**config.mk**
```make
export PLATFORM = sky130hd
export DESIGN_NAME = led_page_select
export DESIGN_NICKNAME = d
export VERILOG_FILES = /design/src/rtl/led_page_select_pkg.sv /design/src/rtl/button_debounce.sv /design/src/rtl/led_page_select.sv
export SDC_FILE = /design/constraint.sdc
export NUM_CORES = 1
export LEC_CHECK = 0
export CAP_MARGIN = 5
export CELL_PAD_IN_SITES_DETAIL_PLACEMENT = 1
export CELL_PAD_IN_SITES_GLOBAL_PLACEMENT = 2
export CORE_UTILIZATION = 34
export CTS_CLUSTER_DIAMETER = 150
export DETAILED_ROUTE_END_ITERATION = 6
export PLACE_DENSITY_LB_ADDON = 0.15
export SLEW_MARGIN = 25
export SYNTH_ARGS = -nofsm -noshare
export SYNTH_HDL_FRONTEND = slang
export SYNTH_SLANG_ARGS = --single-unit
```
**constraint.sdc**
```tcl
create_clock -name mclk -period 3.9 [get_ports mclk]
set_input_delay 0.39 -clock mclk [delete_from_list [all_inputs] [get_ports mclk]]
set_output_delay 0.39 -clock mclk [all_outputs]
set_load 0.01 [all_outputs]
```
**src/rtl/led_page_select_pkg.sv**
```systemverilog
// led_page_select_pkg: LED number field positions and page stepping helper
package led_page_select_pkg;

    localparam int LED_DP_PAGE_HI = 19;
    localparam int LED_DP_PAGE_LO = 18;
    localparam int LED_DP_FROZEN  = 17;
    localparam int LED_DP_ACT     = 16;
    localparam int LED_NUM_W      = 20;
    localparam int PAGE_W         = 16;

    typedef logic [1:0] page_t;

    // Advance to the next page, wrapping after the last populated one.
    function automatic page_t page_step(input page_t p, input int num_pages);
        return (int'(p) >= num_pages - 1) ? page_t'(0) : page_t'(p + 2'd1);
    endfunction

endpackage

```
**src/rtl/button_debounce.sv**
```systemverilog
// button_debounce: synchronizes a raw pushbutton, filters bounces, emits a press pulse
module button_debounce #(
    parameter int DEBOUNCE_BITS = 16
) (
    input  logic mclk,
    input  logic reset,
    input  logic raw,
    output logic level,
    output logic press
);

    logic                     sync1_q, sync2_q;
    logic                     level_q, level_d;
    logic                     press_q, press_d;
    logic [DEBOUNCE_BITS-1:0] cnt_q, cnt_d;

    // Count consecutive cycles where the synced input disagrees with the accepted level.
    always_comb begin
        cnt_d   = (sync2_q == level_q || &cnt_q) ? '0 : cnt_q + 1'b1;
        level_d = (sync2_q != level_q && &cnt_q) ? sync2_q : level_q;
        press_d = level_d & ~level_q;
    end

    // Synchronizer, debounce state and registered press pulse.
    always_ff @(posedge mclk or posedge reset) begin
        if (reset) begin
            sync1_q <= 1'b0;
            sync2_q <= 1'b0;
            level_q <= 1'b0;
            press_q <= 1'b0;
            cnt_q   <= '0;
        end else begin
            sync1_q <= raw;
            sync2_q <= sync1_q;
            level_q <= level_d;
            press_q <= press_d;
            cnt_q   <= cnt_d;
        end
    end

    assign level = level_q;
    assign press = press_q;

endmodule

```
**src/rtl/led_page_select.sv**
```systemverilog
// led_page_select: picks a debug word page for the hex LED driver with freeze and activity dots
module led_page_select
    import led_page_select_pkg::*;
#(
    parameter int NUM_PAGES     = 4,
    parameter int DEBOUNCE_BITS = 16,
    parameter int ACT_BITS      = 22
) (
    input  logic                    mclk,
    input  logic                    reset,
    input  logic                    btn_next,
    input  logic                    btn_hold,
    input  logic                    activity,
    input  logic [16*NUM_PAGES-1:0] page_data,
    output logic [LED_NUM_W-1:0]    number,
    output logic [1:0]              page
);

    logic                 next_press, hold_press;
    logic [1:0]           levels_unused;
    page_t                page_q, page_d;
    logic                 frozen_q, frozen_d;
    logic [ACT_BITS-1:0]  act_q, act_d;
    logic [LED_NUM_W-1:0] num_q, num_d;
    logic [PAGE_W-1:0]    word;

    button_debounce #(.DEBOUNCE_BITS(DEBOUNCE_BITS)) u_next (
        .mclk  (mclk),
        .reset (reset),
        .raw   (btn_next),
        .level (levels_unused[0]),
        .press (next_press)
    );

    button_debounce #(.DEBOUNCE_BITS(DEBOUNCE_BITS)) u_hold (
        .mclk  (mclk),
        .reset (reset),
        .raw   (btn_hold),
        .level (levels_unused[1]),
        .press (hold_press)
    );

    // Page step, freeze toggle, activity stretch and the word shown on the digits.
    always_comb begin
        page_d   = next_press ? page_step(page_q, NUM_PAGES) : page_q;
        frozen_d = frozen_q ^ hold_press;
        act_d    = activity ? '1 : ((act_q != '0) ? act_q - 1'b1 : act_q);
        word     = page_data[{page_d, 4'b0000} +: PAGE_W];
        num_d    = num_q;
        num_d[LED_DP_PAGE_HI:LED_DP_PAGE_LO] = page_d;
        num_d[LED_DP_FROZEN] = frozen_d;
        num_d[LED_DP_ACT]    = act_q != '0;
        num_d[PAGE_W-1:0]    = (!frozen_q || next_press) ? word : num_q[PAGE_W-1:0];
    end

    // Display state registers.
    always_ff @(posedge mclk or posedge reset) begin
        if (reset) begin
            page_q   <= '0;
            frozen_q <= 1'b0;
            act_q    <= '0;
            num_q    <= '0;
        end else begin
            page_q   <= page_d;
            frozen_q <= frozen_d;
            act_q    <= act_d;
            num_q    <= num_d;
        end
    end

    assign number = num_q;
    assign page   = page_q;

endmodule

```
After elaboration in Yosys (flattened, before gate mapping)
Index checks and enable logic that the tools add are counted.
{"block": "totals", "mem_bits_ro": 0, "ff_bits": 85, "latch_bits": 0, "input_bits": 69, "ramBits": 0, "memories": 0}
{"block": "op_classes", "n_eq_ne": 4, "n_mux": 8, "bitwise": 5, "n_addsub": 4, "magnitude_cmp": 1, "multipliers": 0, "shifts": 1, "reduce_logical": 10, "div": 0}
{"cell": "$shiftx 64x7->16", "count": 1}
{"cell": "$mux 22", "count": 2}
{"cell": "$add 16x1->16 const B", "count": 2}
{"cell": "$mux 16", "count": 2}
{"cell": "$reduce_and 16->1", "count": 2}
{"cell": "$reduce_bool 22->1", "count": 1}
{"cell": "$sub 22x1->22 const B", "count": 1}
{"cell": "$mux 2", "count": 2}
{"cell": "$logic_or 1x1->1", "count": 3}
{"cell": "$add 2x1->2 const B", "count": 1}
{"cell": "$and 1x1->1", "count": 2}
{"cell": "$eq 1x1->1", "count": 2}
{"cell": "$ge 2x2->1 const B", "count": 1}
{"cell": "$logic_and 1x1->1", "count": 2}
{"cell": "$mux 1", "count": 2}
{"cell": "$ne 1x1->1", "count": 2}
{"cell": "$not 1->1", "count": 2}
{"cell": "$reduce_bool 2->1", "count": 1}
{"cell": "$logic_not 1->1", "count": 1}
{"cell": "$xor 1x1->1", "count": 1}

Logic depth before layout (Yosys ltp)
Gate-level depths: netlist of run 1.
{"block": "depth", "word_depth": 4, "depth_mapped": 7, "ltp_nobuf": 6}

By module
From an unflattened synthesis of run 1, not the netlist that was laid out.
{"block": "hier_totals", "hier_cells": 454, "area_unflattened_um2": 4302.9}
{"mod": "led_page_select", "n_inst": 1, "seq_area_each_um2": 1051.0, "cells_each": 282, "area_per_inst_um2": 2421.1}
{"mod": "button_debounce", "n_inst": 2, "seq_area_each_um2": 500.5, "cells_each": 86, "area_per_inst_um2": 940.9}

Least setup slack after synthesis of run 1
Ideal clock, no wire load.
{"block": "synth_timing", "kind": "reg-to-reg", "startpoint": "reg act_q[18]", "endpoint": "reg act_q[10]", "setup_ns": 0.131, "setup_slack_ns": 1.951, "stages_incl_launch_ff": 6, "t_arrival_ns": 1.818, "cell_sequence": "dfrtp_1 > or4_1 > buf_2 > nor4_4 > nor4_1 > or3_1"}
{"block": "synth_between", "elab_chain_len": 2}
{"item": "from (decl)", "line": "led_page_select.sv:23", "text": "logic [ACT_BITS-1:0] act_q, act_d;"}
{"item": "from (signal assigned)", "line": "led_page_select.sv:66", "text": "act_q <= act_d;"}
{"item": "$reduce_bool 22->1", "line": "led_page_select.sv:47", "text": "act_d = activity ? '1 : ((act_q != '0) ? act_q - 1'b1 : act_q);"}
{"item": "$reduce_bool 2->1 (no source line)"}
No other way between the ends.
A chain may end at the register's enable or synchronous reset.

Final worst setup path of run 1
{"block": "layout_timing", "startpoint": "reg page_q[0] (netlist: page[0])", "endpoint": "reg num_q[12] (netlist: number[12])"}
{"block": "layout_between", "elab_chain_len": 4}
{"item": "from (decl)", "line": "led_page_select.sv:21", "text": "page_t page_q, page_d;"}
{"item": "from (signal assigned)", "line": "led_page_select.sv:64", "text": "page_q <= page_d;"}
{"item": "$add 2x1->2 / $ge 2x2->1 (equally long branches)", "line": "led_page_select_pkg.sv:15", "text": "return (int'(p) >= num_pages - 1) ? page_t'(0) : page_t'(p + 2'd1);"}
{"item": "$mux 2", "line": "led_page_select_pkg.sv:15"}
{"item": "$mux 2 (*)", "line": "led_page_select.sv:45", "text": "page_d = next_press ? page_step(page_q, NUM_PAGES) : page_q;"}
{"item": "$shiftx 64x7->16 (*)", "line": "led_page_select.sv:48", "text": "word = page_data[{page_d, 4'b0000} +: PAGE_W];"}
{"item": "to (signal assigned)", "line": "led_page_select.sv:67", "text": "num_q <= num_d;"}
{"item": "to (decl)", "line": "led_page_select.sv:24", "text": "logic [LED_NUM_W-1:0] num_q, num_d;"}
Every way passes the cells marked *; elsewhere a longest branch is shown, timed or not.

==> results.ini, run 1 <==
[drt]
wl_met2_mm=5.85
via_per_inst=5.26
wl_per_cell_um=17.1
antenna_left=0
drc=0
routed_wl_mm=12.3
dr_wl_met3_um=550
drt-met1-wl_mm=5.69
vias=3780
drt_iter0_markers=206
drtPass1Iterations=4
highest_layer=met4

[run]
drv_cap=0

[power]
p_sw_mw=0.443
power.internal_mw=1.55
power_frac_comb_pct=8.5
seqPwrFrac_pct=44.3
power.density_nw_per_um2=346
ir_worst_vdd_mv=0.217
p_leak_nw=2.26
power.clock.fraction_pct=47.2
p_sw_share_pct=22.2

[critical_path]
critPathKind=reg2reg
crit_fanout=33
end_kind=register
critPathTopFamily=simple AND/OR/NAND/NOR gates
cp.required_ns=4.15
path_buf_inv=1
slowest_stage=or3b_2
cp.arrival_ns=2.59
worst_setup_path_start_kind=register
crit_chain=ha_1, or3b_2, nand2_1, buf_4, a211oi_1, nor3_1
crit_path_max_incr_delay_ns=0.73

[yosys]
synth_fa_ha_area_share_pct=1.15
avgSynthCellArea_sq_um=9.54
yosysSeqAreaShare_pct=47.0
synthFlopType=dfrtp_1
synthCells=458
yosysWarnings=0
synthTopCellsByCount=dfrtp_1, nor2_1, and3_1, a211oi_1, nor3_1
synth_compound_area_share_pct=11.9
synth_mux_area_share_pct=3.03
post-synth-top-area-cell=dfrtp_1
yosys_register_bits=82
yosysMostFrequentCell=dfrtp_1
synthTopCellsByArea=dfrtp_1, a211oi_1, nor2_1, and3_1, xnor2_1
netlist.area_leader.share_pct=47.0
ys_types=52
synth_edf_count=0
synth_xor_area_share_pct=5.41
synth_area_sq_um=4370
synthSimpleGateAreaFrac_pct=28.4
async_reset_ff_share_pct=100
synth_nets=531
synth_top_family_by_area=simple AND/OR/NAND/NOR gates

[floorplanning]
rows=41
dieArea_sq_um=13300
die_x_um=115
io_pins=91
coreArea_sq_um=12600
die_y_um=115
start_util_pct=34.8

[clock_network]
postCtsSetupBuffers=0
clock_path_buffers=2
path_clk_slew_ns=0.06
hold_buffers=0
clock_sinks=82
numCtsBuffers=9
cts_resized=0
cts_max_level=3
tritoncts=yes
root_buffer=clkbuf_16
clock_latency_ns=0.35

[finish]
drive_gt1_share_pct=6.76
syn_to_final_growth_pct=31.8
final_nets=615
n_antenna_cell=0

[timing]
grt_setup_unrepaired=false
worst_slew_pin_slew_ns=0.790
finalHoldViolCount=0
post-route-period-util_pct=60.0
relSlewSlack_pct=47.4
fin_tns_setup_ns=0
fin_skew_ns=0.00813
final.min_clock_period_ns=2.34
setup_viol=0
finalWorstSetupSlack_ns=1.56
fmax_mhz=428
maxSlewViolCount=0

[placed_design]
dp_slack_ns=1.57
place_congestion=0.775
dpl.hpwl_mm=8.68
io_buffer_count=90

[grt]
track_usage_pct=19.9
overflow=0
grt_antenna_before_repair=0
grt_pass1_vias=3930
grt_pass1_wl_mm=20.2
grt_max_degree=40

[status]
status=finished clean

[min_path]
hold_path.class=reg2reg

cell families (layout without fill, tap and decap cells):
group / count (synthesis) / in the layout
AOI/OAI and AO/OA: 70 / 70
xor gates and xnor gates: 27 / 27
adders and majority gates: 4 / 4
buffers and inverters: 34 / 123
DFF: 82 / 82
muxes: 13 / 13
and+or+nand+nor: 228 / 228
through the flow:
stage	cells	utilization, %	hold slack, ns	power, mW	area [sq um]
2_1_floorplan	458	-	0.331	0.961	4370
3_3_place_gp	703	43.2	0.333	1.07	5430
3_5_place_dp	703	43.2	0.336	1.07	5430
4_1_cts	719	45.8	0.353	2.04	5760
5_1_grt	719	45.8	0.361	2.08	5760
6_report	719	45.8	0.352	2.00	5760
area by class of cell:
cell class / instances / area [sq um]
Fill cell: 1429 / 6810
Clock inverter: 5 / 85.1
Multi-Input combinational cell: 342 / 2180
Clock buffer: 11 / 243
Timing Repair Buffer: 96 / 946
Tap cell: 172 / 215
Sequential cell: 82 / 2050
Inverter: 11 / 42.5
sequential cells by signal (all words and copies together) (netlist names):
signal	cells
u_hold.sync2_q	1
page	1
u_hold.press	1
u_hold.cnt_q	16
u_next.press	1
u_hold.level	1
act_q	22
number	19
u_next.sync2_q	1
u_hold.sync1_q	1
u_next.level	1
u_next.sync1_q	1
u_next.cnt_q	16
metal layers:
layer | vias to the layer above | GRT usage (%)
met5 | - | 0
met4 | 0 | 8.40
met3 | 14 | 3.43
met2 | 68 | 32.5
met1 | 1866 | 26.1
li1 | 1832 | -
power groups by stage:
stage	Combinational (mW)	Sequential (mW)	Clock, mW
6_report	0.170	0.884	0.942
5_1_grt	0.188	0.886	1.01
4_1_cts	0.174	0.884	0.978
3_5_place_dp	0.173	0.900	0
2_1_floorplan	0.0603	0.901	0
3_3_place_gp	0.171	0.899	0
placed cells by master, fill, tap and decap left out, types with 3 or more instances in the layout:
cell type / instances
nor2_1: 67
inv_1: 10
mux2i_1: 11
o21ai_0: 4
nor2b_1: 9
nand3_1: 17
nand4_1: 9
or4_1: 5
nand2b_1: 4
xnor2_1: 16
a211oi_1: 35
and3_1: 40
buf_4: 6
ha_1: 4
nor3_1: 26
or3_1: 4
clkdlybuf4s50_1: 90
xor2_1: 11
nor4_1: 9
a211o_1: 3
dfrtp_1: 82
clkbuf_16: 9
a21oi_1: 8
nand2_1: 18
and4_1: 5
worst paths after layout:
kind	start	end	slack, ns	depth (start not counted)
max in group asynchronous	reset	act_q[19]	2.67	3
min in group asynchronous	reset	u_next.level	0.44	2
min reg2reg	u_hold.sync1_q	u_hold.sync2_q	0.35	0
max	page[0]	number[12]	1.56	6
min	u_hold.sync1_q	u_hold.sync2_q	0.35	0
max reg2reg	page[0]	number[12]	1.56	6
Note: power is estimated with default switching activity, not from simulation.
==> run 2, diff against run 1 <==
Settings changed: CORE_UTILIZATION 34 to 31.
Clock period 3.9 ns to 2.2 ns, I/O delays scaled along.
==> results.ini, run 2 (synthesized netlist as in run 1, its figures left out) <==
[clock_network]
cts_max_level=3  ; unchanged
hold_buffers=0  ; unchanged
tritoncts=yes
clock_latency_ns=0.35  ; about the same
root_buffer=clkbuf_16
numCtsBuffers=9  ; unchanged
clock_sinks=82  ; unchanged
clock_path_buffers=2  ; unchanged
path_clk_slew_ns=0.06  ; about the same
postCtsSetupBuffers=0  ; unchanged

[critical_path]
worst_setup_path_start_kind=register
crit_path_max_incr_delay_ns=0.53  ; -0.20 ns
cp.arrival_ns=2.46  ; -0.13 ns
crit_chain=inv_1, ha_1, nor4b_4, and4_1, a2111oi_1, buf_4, mux2i_1
cp.required_ns=2.47  ; -1.68 ns
end_kind=register
slowest_stage=a2111oi_1
r2r_slack_ns=0.02  ; -1.55 ns
critPathKind=reg2reg
crit_fanout=9  ; -73%

[timing]
fmax_mhz=458  ; +7.0%
worst_slew_pin_slew_ns=0.479  ; -0.310 ns
final.min_clock_period_ns=2.18  ; -0.153 ns
setup_viol=0  ; unchanged
fin_skew_ns=0.00682  ; -0.00131 ns
relSlewSlack_pct=67.2  ; +20 points
finalHoldViolCount=0  ; unchanged
finalWorstSetupSlack_ns=0.0150  ; -1.55 ns
maxSlewViolCount=0  ; unchanged
post-route-period-util_pct=99.3  ; +39 points

[power]
ir_worst_vdd_mv=0.383  ; +76%
power.density_nw_per_um2=603  ; +74%
p_leak_nw=2.39  ; +5.6%
power.total_mw=3.61  ; +81%

[finish]
n_fill_cell=1560  ; +9.2%
largest_register=act_q
mostFrequentLayoutCells=clkdlybuf4s50_1, dfrtp_1, nor2_1
final_nets=640  ; +4.1%
final_common_cell=clkdlybuf4s50_1
stdcell_count=752  ; +4.6%
largest_register_ffs=22  ; unchanged
drive_gt1_share_pct=10.8  ; +4.1 points
syn_to_final_growth_pct=37.0
n_antenna_cell=0  ; unchanged

[grt]
grt_max_degree=83  ; +110%
grt_antenna_before_repair=0  ; unchanged
track_usage_pct=18.2  ; -1.7 points
grt_pass1_vias=4000  ; +1.8%
grt_pass1_wl_mm=20.6  ; +1.7%
overflow=0  ; unchanged

[placed_design]
dp_slack_ns=0.0143  ; -1.56 ns
dpl.hpwl_mm=8.65  ; -0.37%
place_congestion=0.830  ; +7.1%
io_buffer_count=90  ; unchanged
placed_cells=736  ; +4.7%

[floorplanning]
coreArea_sq_um=13800  ; +10%
start_util_pct=31.6  ; -3.2 points
die_y_um=121  ; +4.6%
dieArea_sq_um=14600  ; +9.5%
die_x_um=121  ; +4.6%
io_pins=91  ; unchanged
rows=43  ; +4.9%

[drt]
vias=3888  ; +2.9%
antenna_left=0  ; unchanged
drt_iter0_markers=190  ; -7.8%
drtPass1Iterations=4  ; unchanged
via_per_inst=5.17  ; -1.7%
drc=0  ; unchanged
wl_per_cell_um=16.6  ; -3.2%
routed_wl_mm=12.5  ; +1.2%

[run]
drv_cap=0  ; unchanged

[status]
status=finished clean

[min_path]
hold_path.class=in2reg

## run 2: path summary, 6_finish.rpt
path,start,endpoint,cells past startpoint
setup / recovery,act_q[0],act_q[7],7
hold / removal,btn_next,u_next.sync1_q,1
setup reg to reg,act_q[0],act_q[7],7
hold reg to reg,u_hold.sync1_q,u_hold.sync2_q,0
max in group asynchronous,reset,number[3],3
min in group asynchronous,reset,u_next.cnt_q[1],3
## run 2: final cells by class
class	instances	area [sq um]	area share [%]
well taps	180	225	3.76
multi-input cells	342	2180	36.5
clock inverters	5	103	1.71
repair buffers	121	1150	19.1
clock buffers	11	233	3.89
flip-flops and latches	82	2050	34.3
inverters	11	45.0	0.752
## run 2: timing repair
item / in CTS / in global routing
setup endpoints to repair: 0 / 2
endpoints found under the hold margin: 0 / 0
gates resized for setup: 0 / 2
## run 2: layer usage
layer | up-vias | track usage [%] | part of all wire (%) | routed length (um)
met5 | - | 0 | 0 | 0
met4 | 0 | 7.48 | 1.7 | 209
met3 | 11 | 3.11 | 4.2 | 523
met2 | 80 | 28.5 | 46 | 5680
met1 | 1914 | 24.7 | 49 | 6060
li1 | 1883 | - | - | -
## run 2: worst max-delay path: cells and delay by family (launching register included)
kind | cells | cell delay [ns]
AO/OA/AOI/OAI | 1 | 0.53
AND/OR/NAND/NOR | 2 | 0.47
flip-flops | 1 | 0.39
buffers and inverters | 2 | 0.29
adder cells (fa/ha/maj) | 1 | 0.26
multiplexers | 1 | 0.17
## run 2: stage by stage
| stage | utilization, % | area [sq um] | setup TNS (ns) | hold slack [ns] |
|---|---|---|---|---|
| 3_5_place_dp | 40.8 | 5650 | 0 | 0.342 |
| 3_3_place_gp | 40.8 | 5650 | 0 | 0.336 |
| 4_1_cts | 43.3 | 5980 | 0 | 0.296 |
| 5_1_grt | 43.3 | 5990 | -0.123 | 0.295 |
| 6_report | 43.3 | 5990 | 0 | 0.308 |
| 2_1_floorplan | - | 4370 | 0 | 0.251 |
## run 2: report_power, final
| part | switching (mW) | internal [mW] | leakage (nW) | total [mW] |
|---|---|---|---|---|
| logic | 0.119 | 0.184 | 1.25 | 0.304 |
| registers | 0.0275 | 1.54 | 0.978 | 1.57 |
| clock network | 0.633 | 1.11 | 0.160 | 1.74 |
| total | 0.780 | 2.83 | 2.39 | 3.61 |
==> run 3, diff against run 2 <==
Settings changed: GPL_TIMING_DRIVEN set to 0.
==> results.ini, run 3 (synthesized netlist as in run 1, its figures left out) <==
[critical_path]
cp-startpoint=act_q[0]
critPathKind=reg2reg
crit_cells=6  ; -1
ff2ff_path_depth=6  ; -1
end_kind=register
worst_setup_path_start_kind=register
crit_path_max_incr_delay_ns=0.55  ; +0.02 ns
slowest_stage=or4b_1
cp.arrival_ns=2.30  ; -0.16 ns
cp.required_ns=2.42  ; -0.05 ns
r2r_start=act_q[0]
crit_chain=inv_1, ha_2, or4b_1, nor3_4, nor4_1, or3b_1
r2r_slack_ns=0.12  ; +0.10 ns
path_buf_inv=1  ; -1
crit_fanout=5  ; -4
critPathTopFamily=simple AND/OR/NAND/NOR gates

[floorplanning]
die_x_um=121  ; unchanged
coreArea_sq_um=13800  ; unchanged
start_util_pct=31.6  ; unchanged
die_y_um=121  ; unchanged
rows=43  ; unchanged
dieArea_sq_um=14600  ; unchanged
io_pins=91  ; unchanged

[finish]
syn_to_final_growth_pct=37.1  ; about the same
stdcell_count=747  ; -0.66%
largest_register_ffs=22  ; unchanged
largest_register=act_q
n_antenna_cell=0  ; unchanged
final_nets=635  ; -0.78%
drive_gt1_share_pct=11.3  ; +0.45 points
final_common_cell=clkdlybuf4s50_1
mostFrequentLayoutCells=clkdlybuf4s50_1, dfrtp_1, nor2_1

[timing]
grt_setup_unrepaired=true
finalHoldViolCount=0  ; unchanged
final.min_clock_period_ns=2.08  ; -0.103 ns
holdWs_ns=0.303  ; -0.00553 ns
setup_viol=0  ; unchanged
relSlewSlack_pct=58.1  ; -9.1 points
post-route-period-util_pct=94.6  ; -4.7 points
fin_skew_ns=0.00866  ; +0.00184 ns
fmax_mhz=480  ; +5.0%
maxSlewViolCount=0  ; unchanged
worst_slew_pin_slew_ns=0.627  ; +0.148 ns

[placed_design]
placed_cells=730  ; -0.82%
io_buffer_count=90  ; unchanged
dpl.hpwl_mm=9.20  ; +6.4%
place_congestion=0.759  ; -8.5%

[clock_network]
clock_path_buffers=2  ; unchanged
clock_latency_ns=0.35  ; about the same
hold_buffers=0  ; unchanged
path_clk_slew_ns=0.06  ; about the same
root_buffer=clkbuf_16
tritoncts=yes
cts_max_level=3  ; unchanged
clock_sinks=82  ; unchanged
numCtsBuffers=9  ; unchanged

[grt]
grt_pass1_wl_mm=20.7  ; +0.61%
track_usage_pct=18.3  ; +0.16 points
grt_antenna_before_repair=0  ; unchanged
overflow=0  ; unchanged
grt_pass1_vias=4004  ; +0.10%
grt_max_degree=31  ; -63%

[min_path]
hold_path.class=in2async

[drt]
via_per_inst=5.17  ; about the same
drtPass1Iterations=4  ; unchanged
drc=0  ; unchanged
routed_wl_mm=12.6  ; +0.95%
drt_iter0_markers=144  ; -24%
vias=3863  ; -0.64%
wl_per_cell_um=16.9  ; +1.6%
antenna_left=0  ; unchanged

[power]
p_leak_nw=2.36  ; -0.96%
ir_worst_vdd_mv=0.307  ; -20%
power.density_nw_per_um2=598  ; -0.95%

[run]
drv_cap=0  ; unchanged

[status]
status=finished clean

-- run 3: cell types whose count changed in the layout (fill, tap and decap cells not counted), moves of 2 or more --
cell	before	now
clkbuf_8	0	2
clkbuf_4	0	2
buf_4	30	5
a211oi_2	1	6
clkbuf_2	0	3
buf_2	0	5
nor4_1	9	7
clkinv_4	0	3
clkbuf_1	2	9
a211oi_1	34	29
-- run 3: report_power, final --
part / leakage (nW) / switching, mW / internal (mW)
sequential: 0.976 / 0.0269 / 1.54
combinational: 1.22 / 0.124 / 0.186
clock: 0.166 / 0.642 / 1.06
total: 2.36 / 0.793 / 2.79
-- run 3: metal layers --
metal  global-route usage [%]  up-vias  part of all wire [%]
met1                     23.6     1901                    47
met2                     30.6       76                    48
met3                     3.92       13                   4.2
li1                         -     1873                     -
met4                     5.79        0                   1.2
met5                        0        -                     0
-- run 3: layout make-up --
class,instances,area [sq um]
buffer,22,111
inverter,11,45.0
timing repair buffer,94,956
sequential,82,2050
clock inverter,5,86.3
fill,1569,7840
tap,180,225
clock buffer,11,253
multi-input combinational,342,2260
-- run 3: worst reg2reg max path, delay by kind of cell (launching register included) --
family / cells / cell delay [ns]
fa+ha+maj: 1 / 0.22
buf+inv: 1 / 0.09
flops: 1 / 0.41
simple gates: 4 / 1.24
-- run 3: stage by stage --
step | setup TNS, ns | total power, mW | setup slack, ns | utilization, % | area [sq um]
floorplan | 0 | 1.70 | 0.251 | - | 4370
global placement | -3.45 | 1.89 | -0.184 | 39.8 | 5500
detailed placement | -2.53 | 1.91 | -0.186 | 40.1 | 5540
CTS | 0 | 3.63 | 0.0219 | 42.8 | 5910
global route | -0.0229 | 3.73 | -0.0161 | 43.3 | 5990
finish | 0 | 3.58 | 0.118 | 43.3 | 5990
-- run 3: worst paths after layout --
| check | endpoint |
|---|---|
| worst max-delay path | act_q[19] |
| max in group asynchronous | number[16] |
| min in group mclk | u_next.sync1_q |
| worst min register to register | u_next.sync2_q |
| worst min-delay path | u_next.cnt_q[13] |
| worst max register to register | act_q[19] |
-- run 3: what timing repair did --
action | 4_1_cts | 5_1_grt
buffers inserted | 2 | 0
resized for setup | 9 | 26
hold endpoints to repair | 0 | 0
endpoints found under the setup margin | 27 | 33
pin swaps | 0 | 2
